==> src/rtl/sdram_host_req.sv <==
// Host request front end: latches one read/write command, splits page-crossing bursts into two segments.
// Latency: host_ack the cycle after acceptance; sdram req the same cycle; req drops the cycle after ack is seen.
// Backpressure: one command at a time; host strobes are only honoured while host_ready is high.
module sdram_host_req #(
    parameter int BANK_W = 2,
    parameter int ROW_W  = 13,
    parameter int COL_W  = 9
) (
    input  logic                            clk_100m,
    input  logic                            rst_n,
    input  logic                            host_wr_req,
    input  logic                            host_rd_req,
    input  logic [BANK_W+ROW_W+COL_W-1:0]   host_addr,
    input  logic [COL_W-1:0]                host_len,
    output logic                            host_ready,
    output logic                            host_ack,
    output logic                            host_done,
    input  logic                            sdram_init_done,
    input  logic                            sdram_wr_ack,
    input  logic                            sdram_rd_ack,
    output logic                            sdram_wr_req,
    output logic                            sdram_rd_req,
    output logic [COL_W-1:0]                sdwr_bytes,
    output logic [COL_W-1:0]                sdrd_bytes,
    output logic [BANK_W-1:0]               sys_bank,
    output logic [ROW_W-1:0]                sys_row,
    output logic [COL_W-1:0]                sys_col
);

    typedef enum logic [2:0] {
        S_INIT, S_IDLE, S_REQ, S_XFER, S_NEXT, S_DONE
    } state_t;

    state_t              state_q, state_d;
    logic                rd_q, rd_d;        // 1 = read command, 0 = write command
    logic [BANK_W-1:0]   bank_q, bank_d;
    logic [ROW_W-1:0]    row_q, row_d;
    logic [COL_W-1:0]    col_q, col_d;
    logic [COL_W-1:0]    seg_q, seg_d;      // words in the current segment
    logic [COL_W-1:0]    rem_q, rem_d;      // words left for the second segment
    logic                ack_q, ack_d;

    // Segment sizing is done one bit wider so a page-aligned start (room = 512) is representable.
    logic [COL_W:0]      room;
    logic [COL_W:0]      seg_calc;
    logic [COL_W-1:0]    in_col;
    logic                sel_ack;
    logic                seg_active;

    assign in_col   = host_addr[COL_W-1:0];
    assign room     = {1'b1, {COL_W{1'b0}}} - {1'b0, in_col};
    assign seg_calc = ({1'b0, host_len} < room) ? {1'b0, host_len} : room;
    assign sel_ack  = rd_q ? sdram_rd_ack : sdram_wr_ack;

    // Next-state and command/segment bookkeeping.
    always_comb begin
        state_d = state_q;
        rd_d    = rd_q;
        bank_d  = bank_q;
        row_d   = row_q;
        col_d   = col_q;
        seg_d   = seg_q;
        rem_d   = rem_q;
        ack_d   = 1'b0;
        case (state_q)
            S_INIT: begin
                if (sdram_init_done) state_d = S_IDLE;
            end
            S_IDLE: begin
                if (host_rd_req || host_wr_req) begin
                    rd_d   = host_rd_req;   // read wins when both strobe together
                    bank_d = host_addr[BANK_W+ROW_W+COL_W-1 -: BANK_W];
                    row_d  = host_addr[ROW_W+COL_W-1 -: ROW_W];
                    col_d  = in_col;
                    ack_d  = 1'b1;
                    if (host_len == '0) begin
                        seg_d   = '0;
                        rem_d   = '0;
                        state_d = S_DONE;
                    end else begin
                        seg_d   = seg_calc[COL_W-1:0];
                        rem_d   = host_len - seg_calc[COL_W-1:0];
                        state_d = S_REQ;
                    end
                end
            end
            S_REQ: begin
                // The controller may refresh first; hold the request until it acks.
                if (sel_ack) state_d = S_XFER;
            end
            S_XFER: begin
                if (!sel_ack) state_d = (rem_q != '0) ? S_NEXT : S_DONE;
            end
            S_NEXT: begin
                // Second segment starts at column 0 of the following row (row carries into bank).
                col_d          = '0;
                {bank_d, row_d} = {bank_q, row_q} + (BANK_W+ROW_W)'(1);
                seg_d          = rem_q;
                rem_d          = '0;
                state_d        = S_REQ;
            end
            S_DONE: begin
                state_d = S_IDLE;
            end
            default: state_d = S_INIT;
        endcase
    end

    // State and latched command registers.
    always_ff @(posedge clk_100m or negedge rst_n) begin
        if (!rst_n) begin
            state_q <= S_INIT;
            rd_q    <= 1'b0;
            bank_q  <= '0;
            row_q   <= '0;
            col_q   <= '0;
            seg_q   <= '0;
            rem_q   <= '0;
            ack_q   <= 1'b0;
        end else begin
            state_q <= state_d;
            rd_q    <= rd_d;
            bank_q  <= bank_d;
            row_q   <= row_d;
            col_q   <= col_d;
            seg_q   <= seg_d;
            rem_q   <= rem_d;
            ack_q   <= ack_d;
        end
    end

    assign seg_active   = (state_q == S_REQ) || (state_q == S_XFER);
    assign host_ready   = (state_q == S_IDLE);
    assign host_ack     = ack_q;
    assign host_done    = (state_q == S_DONE);
    assign sdram_rd_req = (state_q == S_REQ) &&  rd_q;
    assign sdram_wr_req = (state_q == S_REQ) && !rd_q;
    assign sdrd_bytes   = (seg_active &&  rd_q) ? seg_q : '0;
    assign sdwr_bytes   = (seg_active && !rd_q) ? seg_q : '0;
    assign sys_bank     = bank_q;
    assign sys_row      = row_q;
    assign sys_col      = col_q;

endmodule

==> config.mk <==
export PLATFORM = sky130hd
export DESIGN_NAME = sdram_host_req
export DESIGN_NICKNAME = d
export VERILOG_FILES = /design/src/rtl/sdram_host_req.sv
export SDC_FILE = /design/constraint.sdc
export NUM_CORES = 1
export LEC_CHECK = 0
export ABC_AREA = 1
export BUFFER_PORTS_ARGS = -buffer_cell sky130_fd_sc_hd__buf_2
export CORE_MARGIN = 4
export CORE_UTILIZATION = 49
export CTS_CLUSTER_SIZE = 30
export DETAILED_ROUTE_END_ITERATION = 10
export PLACE_DENSITY_LB_ADDON = 0.25
export SETUP_SLACK_MARGIN = 0.15
export SLEW_MARGIN = 20
export SYNTH_ARGS = -nofsm -noshare
export SYNTH_HDL_FRONTEND = slang
export SYNTH_SLANG_ARGS = --single-unit
==> constraint.sdc <==
create_clock -name clk_100m -period 1.4 [get_ports clk_100m]
set_input_delay 0.07 -clock clk_100m [delete_from_list [all_inputs] [get_ports clk_100m]]
set_output_delay 0.07 -clock clk_100m [all_outputs]
set_load 0.05 [all_outputs]
==> results of run 1 <==
-- cells by family after synthesis --
family | share of synthesized area
DFF | 0.347
and+or+nand+nor | 0.288
buffers and inverters | 0.109
xor gates and xnor gates | 0.0284
AOI/OAI and AO/OA | 0.156
adders and majority gates | 0.0724
-- synth_stat cells (2+ instances only) --
cell type / instances
buf_4: 3
dfrtp_1: 47
xor2_1: 11
o21bai_1: 10
o211ai_1: 7
nor2_4: 3
o21ai_1: 6
inv_2: 9
ha_1: 18
buf_6: 5
o21ai_0: 33
buf_2: 2
nor2_1: 44
a21oi_1: 15
nor3_1: 9
nor4_1: 6
nand3_1: 16
nand2_1: 123
a31oi_1: 4
o22ai_1: 6
inv_1: 62
nor3_4: 2
nand4_1: 11
-- through the flow --
stage	utilization	TNS (ns)	std cells	cell area [um2]	hold WS (ns)
2_1_floorplan	-	-15.32	467	3780	-0.226
3_3_place_gp	0.743	-20.97	723	5020	0.0715
3_5_place_dp	0.743	-24.52	723	5020	0.0763
4_1_cts	0.889	-22.13	764	6010	0.0101
-- what timing repair did --
action                     in CTS
pin swaps                      53
setup endpoints to repair      68
hold endpoints to repair       51
hold buffers                    5
setup buffers                  23
cloned                          5
gates resized for setup       153
==> impl_metrics.json, run 1 <==
{
  "status": "did not finish",
  "stop_stage": "global routing",
  "error": "[ERROR DPL-0038] Utilization greater than 100%, impossible to legalize",
  "clock_sinks": 47,
  "placementRows": 30,
  "start_util": 0.501,
  "synth_edf_count": 0,
  "worst_endpoint": "rem_q[5]$_DFFE_PN0P_/D",
  "hpwl_um": 8410,
  "netlist_area_um2": 3390,
  "port_buffers": 86,
  "synth-warning-count": 0,
  "synth_top_cell_by_area": "dfrtp_1",
  "cts_made_buffers": 5,
  "synth_nets": 526,
  "cts_buffer_depth": 2,
  "synth_cell_types": 38,
  "grt_max_degree": 48,
  "synth.top_cell.area_share": 0.347,
  "postSynthAreaPerCell_um2": 7.25,
  "syn_inst": 467,
  "ys_ff_latch": 47,
  "worst-ep-kind": "register input",
  "cts_max_level": 2,
  "synthTopCellsByArea": "dfrtp_1, nand2_1, inv_1, ha_1, nor2_1",
  "ys_seq_area_frac": 0.347,
  "dieHeight_um": 91.1,
  "pre_cts_slack_ns": -1.86,
  "async_reset_ff_frac": 1.00,
  "synth-main-ff-cell": "dfrtp_1",
  "die_w_um": 91.1,
  "globalplace.congestion": 0.937,
  "cts_root_buffer": "clkbuf_8",
  "ioPinCount": 87
}
==> inputs of run 2 (changes only) <==
- CORE_UTILIZATION: 49 -> 40
- CTS_CLUSTER_SIZE: 30 -> not set
- PLACE_DENSITY_LB_ADDON: 0.25 -> 0.15
- SETUP_SLACK_MARGIN: 0.15 -> not set
- clock period: 1.4 -> 1.8 ns (I/O delays scaled with it)
==> impl_metrics.json, run 2 <==
{
  "status": "complete, but fails checks",
  "violations": "setup timing",
  "end_kind": "flop",
  "timing.rr.start": "rd_q$_DFFE_PN0P_",
  "critPathMaxStageDelay_ns": 0.39,
  "crit_fanout": 8,
  "synth_nets": 526,
  "slew_headroom": 0.675,
  "synth_top_cell_by_area": "dfrtp_1",
  "hpwl_um": 7860,
  "diodes": 0,
  "crit_family": "simple AND/OR/NAND/NOR gates",
  "port_buffers": 86,
  "mostFrequentLayoutCells": "nand2_1, buf_4, buf_2",
  "synth-warning-count": 0,
  "power_density_nw_per_um2": 1660,
  "maxCapViolCount": 0,
  "rsz0062_at_grt": "true",
  "layout-drive-gt1-share": 0.450,
  "fin_area_um2": 5330,
  "cts_tree": "done",
  "synth-main-ff-cell": "dfrtp_1",
  "critPathRequiredTime_ns": 1.99,
  "core_um2": 8220,
  "dieHeight_um": 100,
  "overflow": 0,
  "finalCriticalPeriod_ns": 2.86,
  "holdPathEnd": "sys_row[6]$_DFFE_PN0P_",
  "grt_pass1_wl_um": 17200,
  "vias_per_cell": 5.00,
  "drtIter0Drc": 117,
  "die-area_um2": 10000,
  "async_reset_ff_frac": 1.00,
  "setup_ws_ns": -1.06,
  "ys_seq_area_frac": 0.347,
  "hp-class": "in -> reg",
  "grt_pass1_vias": 3776,
  "crit_top_cell": "nand2_2",
  "fmax_mhz": 350,
  "ioPinCount": 87,
  "synth.top_cell.area_share": 0.347,
  "ys_ff_latch": 47,
  "hold_path_depth": 3,
  "report.final.slew_viol_count": 0,
  "die_w_um": 100,
  "rr_worst_depth": 8,
  "start_util": 0.412,
  "via_count": 3736,
  "syn_inst": 467,
  "cp_cell_sequence": "buf_8 -> nor2_4 -> nand4_1 -> nor2_1 -> nand2_1 -> xor2_2 -> ha_1 -> a21o_1 -> a21oi_2 -> nand2_2 -> nand2_4 -> inv_8 -> nand2_4 -> o21ai_4 -> buf_4 -> fa_2 -> o21ai_4 -> nand2_2 -> nand2_1 -> nand2_2 -> a21oi_2 -> o21ai_1",
  "synth_common_cells": "nand2_1, inv_1, dfrtp_1",
  "startpoint_type": "input port",
  "setup_tns_ns": -9.23,
  "r2r_slack_ns": -0.05,
  "finalCritPeriodShare": 1.59,
  "min-delay-start": "host_addr[15]",
  "power.static_leakage_nw": 2.61,
  "final_util": 0.648,
  "postSynthAreaPerCell_um2": 7.25,
  "largest_reg_flops": 13,
  "cts_made_buffers": 5,
  "setup_violations": 20,
  "area_delta_synth_final_pct": 57.2,
  "clock_skew_ns": 0.00722,
  "dr.pass1.iters": 4,
  "globalplace.congestion": 0.924,
  "netlist_area_um2": 3390,
  "synthTopCellsByArea": "dfrtp_1, nand2_1, inv_1, ha_1, nor2_1",
  "tightestPinTransition_ns": 0.487,
  "placementRows": 33,
  "drc": 0,
  "synth_cell_types": 38,
  "pre_cts_slack_ns": -1.43,
  "insertion_delay_ns": 0.30,
  "critical_path_class": "in -> reg",
  "finalHoldViolations": 0,
  "finalPower_mw": 8.81,
  "wl_per_cell_um": 14.8,
  "r2r-end": "state_q[1]$_DFFE_PN0P_",
  "cts_max_level": 2,
  "final_antenna_net_count": 0,
  "dpl_cell_area_um2": 4500,
  "slowest_stage": "fa_2",
  "antenna_found_initial": 0,
  "synth_edf_count": 0,
  "yosysMostFrequentCell": "nand2_1",
  "cts_buffer_depth": 2,
  "grt_max_degree": 25,
  "layout_commonest_cell": "nand2_1",
  "nNetsFinal": 700,
  "crit_buf_inv": 3,
  "path_clk_slew_ns": 0.10,
  "critical_path_arrival_ns": 3.04,
  "track_usage": 0.209,
  "clock_sinks": 47,
  "cts_root_buffer": "clkbuf_8",
  "irDropWorstVdd_v": 0.000781,
  "wirelength_um": 11000
}
==> run 2: power by group <==
part           internal (mW)  switching (mW)  total (mW)
sequential              1.60           0.494        2.09
combinational           1.96            4.10        6.06
clock                  0.282           0.387       0.669
total                   3.83            4.98        8.81
==> run 2: what timing repair did <==
item,4_1_cts,5_1_grt
hold buffers,2,0
endpoints found under the hold margin,18,0
resized for setup,44,115
endpoints found under the setup margin,36,39
pin swaps,27,36
gates cloned,0,2
setup buffers,16,5
==> run 2: cells by family (layout without fill, tap and decap cells) <==
logic type	count (synthesis)	in the layout	share of synthesized area
simple gates	219	221	0.288
compound gates	88	88	0.156
buf+inv	83	256	0.109
flops	47	47	0.347
fa+ha+maj	19	19	0.0724
xor+xnor	11	11	0.0284
==> run 2: worst reg2reg max path: cells and delay by family (launching register included) <==
family | cells | cell delay (ns)
DFF | 1 | 0.53
AOI/OAI and AO/OA | 4 | 0.69
buffers and inverters | 1 | 0.25
and+or+nand+nor | 3 | 0.30
==> run 2: through the flow <==
step / hold WS, ns / cells
finish: 0.0139 / 747
global placement: 0.0714 / 716
CTS: 0.00742 / 741
detailed placement: 0.0755 / 716
global route: 0.0262 / 747
floorplan: -0.206 / 467
==> run 2: layout make-up <==
class,instances,area (um2)
Inverter,72,293
Timing Repair Buffer,176,1300
Clock buffer,5,68.8
Multi-Input combinational cell,339,2330
Sequential cell,47,1180
Fill cell,701,2890
Clock inverter,3,22.5
Tap cell,105,131
==> run 2: how the worst max path moves through the flow <==
| stage | from | end | depth (start not counted) |
|---|---|---|---|
| finish | host_addr[4] | rem_q[6]$_DFFE_PN0P_ | 22 |
| floorplan | host_addr[4] | rem_q[6]$_DFFE_PN0P_ | 20 |
| global placement | host_addr[4] | rem_q[8]$_DFFE_PN0P_ | 21 |
| CTS | host_addr[3] | rem_q[6]$_DFFE_PN0P_ | 22 |
| global route | host_addr[4] | rem_q[6]$_DFFE_PN0P_ | 22 |
| detailed placement | host_addr[4] | rem_q[5]$_DFFE_PN0P_ | 22 |
==> run 2: routing by layer <==
| metal | GRT usage | share of wire | wire length [um] | vias to the layer above |
|---|---|---|---|---|
| li1 | - | - | - | 1879 |
| met1 | 0.262 | 0.40 | 4440 | 1704 |
| met2 | 0.368 | 0.51 | 5610 | 126 |
| met3 | 0.0250 | 0.051 | 562 | 27 |
| met4 | 0.0777 | 0.036 | 402 | 0 |
| met5 | 0 | 0 | 0 | - |
No activity file was read; power rests on OpenSTA's default activity.
==> inputs of run 3 (changes only) <==
--- a/config.mk
+++ b/config.mk
@@ -12,4 +12,5 @@
 export DETAILED_ROUTE_END_ITERATION = 10
 export PLACE_DENSITY_LB_ADDON = 0.15
+export REMOVE_ABC_BUFFERS = 1
 export SLEW_MARGIN = 20
 export SYNTH_ARGS = -nofsm -noshare
==> constraint.sdc (replaced) <==
create_clock -name clk_100m -period 1.8 [get_ports clk_100m]
set_input_delay 0.27 -clock clk_100m [delete_from_list [all_inputs] [get_ports clk_100m]]
set_output_delay 0.27 -clock clk_100m [all_outputs]
set_load 0.05 [all_outputs]
==> impl_metrics.json, run 3 (synthesis results as in run 2) <==
{
  "finalCriticalPeriod_ns": 3.13,
  "hp-class": "in -> reg",
  "grt_pass1_wl_um": 18700,
  "overflow": 0,
  "insertion_delay_ns": 0.31,
  "setup_violations": 36,
  "wl_per_cell_um": 15.1,
  "cts_max_level": 2,
  "end_kind": "flop",
  "hpwl_um": 7930,
  "clock_sinks": 47,
  "hold_path_depth": 3,
  "cts_root_buffer": "clkbuf_8",
  "via_count": 3996,
  "placementRows": 33,
  "violations": "setup timing",
  "critical_path_class": "in -> reg",
  "pre_cts_slack_ns": -1.78,
  "path_clk_slew_ns": 0.09,
  "startpoint_type": "input port",
  "final_util": 0.695,
  "finalHoldViolations": 0,
  "report.final.slew_viol_count": 0,
  "status": "complete, but fails checks",
  "maxCapViolCount": 0,
  "core_um2": 8220,
  "port_buffers": 86,
  "cts_made_buffers": 5,
  "final_antenna_net_count": 0,
  "wirelength_um": 11800,
  "drtIter0Drc": 158,
  "area_delta_synth_final_pct": 68.5,
  "vias_per_cell": 5.14,
  "critPathMaxStageDelay_ns": 0.29,
  "tightestPinTransition_ns": 0.476,
  "finalCritPeriodShare": 1.74,
  "antenna_found_initial": 0,
  "die-area_um2": 10000,
  "dieHeight_um": 100,
  "globalplace.congestion": 0.934,
  "crit_top_cell": "nand2_2",
  "ioPinCount": 87,
  "critical_path_arrival_ns": 3.32,
  "slew_headroom": 0.683,
  "layout_commonest_cell": "buf_4",
  "diodes": 0,
  "cp_cell_sequence": "buf_6 -> nor2_2 -> nand4_1 -> nor2_2 -> nand2_2 -> xor2_2 -> ha_1 -> a21o_1 -> a21oi_2 -> nand2_2 -> nand2_4 -> inv_4 -> o21ai_4 -> inv_2 -> ha_4 -> nand2_2 -> o211ai_1 -> nand2_1 -> a21oi_2 -> o21ai_1 -> nand2_1 -> o21ai_1",
  "mostFrequentLayoutCells": "buf_4, nand2_1, buf_2",
  "grt_max_degree": 25,
  "nNetsFinal": 731,
  "die_w_um": 100,
  "cts_tree": "done",
  "fmax_mhz": 319,
  "clock_skew_ns": 0.0122,
  "layout-drive-gt1-share": 0.477,
  "power.static_leakage_nw": 2.80,
  "critPathRequiredTime_ns": 1.99,
  "largest_reg_flops": 13,
  "power_density_nw_per_um2": 1680,
  "crit_fanout": 7,
  "rr_worst_depth": 10,
  "rsz0062_at_grt": "true",
  "dr.pass1.iters": 5,
  "start_util": 0.412,
  "track_usage": 0.229,
  "drc": 0,
  "grt_pass1_vias": 4070,
  "slowest_stage": "ha_1",
  "cts_buffer_depth": 2,
  "irDropWorstVdd_v": 0.000911,
  "setup_tns_ns": -16.94,
  "setup_ws_ns": -1.33
}
run 3: cell types whose count changed in the layout (fill, tap and decap cells not counted), moves of 5 or more:
cell,change
buf_4,+19
buf_6,+20
dfrtp_1,+6
dfrtp_2,-6
nor2_4,+5
run 3: layout make-up:
type,count,area [um2]
flip-flops and latches,47,1180
multi-input cells,337,2380
fillers,661,2510
well taps,105,131
clock inverters,3,43.8
repair buffers,209,1620
inverters,72,288
clock buffers,5,68.8
run 3: power by group:
| part | total [mW] | internal, mW | switching [mW] |
|---|---|---|---|
| clock | 0.790 | 0.414 | 0.376 |
| sequential | 2.02 | 1.58 | 0.441 |
| combinational | 6.76 | 2.49 | 4.28 |
| total | 9.58 | 4.48 | 5.09 |
run 3: worst max-delay path: cells and delay by family:
family / cells / cell delay [ns]
xor gates and xnor gates: 1 / 0.16
adders and majority gates: 2 / 0.56
AOI/OAI and AO/OA: 7 / 1.09
buffers and inverters: 3 / 0.25
and+or+nand+nor: 9 / 0.98
run 3: metal layers:
layer | share of wire | vias to the layer above | track usage | wire length (um)
li1 | - | 1934 | - | -
met1 | 0.39 | 1891 | 0.268 | 4620
met2 | 0.52 | 137 | 0.425 | 6150
met3 | 0.051 | 34 | 0.0320 | 598
met4 | 0.034 | 0 | 0.0829 | 400
met5 | 0 | - | 0 | 0
run 3: worst paths after layout:
kind / from / end / slack (ns)
setup reg to reg: state_q[1]$_DFFE_PN0P_ / rem_q[7]$_DFFE_PN0P_ / -0.04
hold / removal: host_addr[17] / sys_row[8]$_DFFE_PN0P_ / 0.17
min in group asynchronous: rst_n / sys_row[6]$_DFFE_PN0P_ / 0.44
max in group asynchronous: rst_n / seg_q[7]$_DFFE_PN0P_ / 0.76
hold reg to reg: sys_col[1]$_DFFE_PN0P_ / sys_col[1]$_DFFE_PN0P_ / 0.49
setup / recovery: host_addr[4] / rem_q[5]$_DFFE_PN0P_ / -1.33
run 3: timing repair:
action,in CTS,in global routing
hold endpoints to repair,18,0
gates resized for setup,157,59
setup endpoints to repair,39,44
hold buffers,1,0
pin swaps,15,15
buffers inserted,32,9
cloned,0,0
run 3: stage by stage:
step                hold slack [ns]  cell area, um2  power, mW  cells
floorplan                   -0.0256            3290       5.42    456
global placement              0.256            4510       7.04    734
detailed placement            0.263            4510       7.13    734
CTS                           0.171            5460       9.13    775
global route                  0.186            5710       10.1    778
finish                        0.174            5710       9.58    778
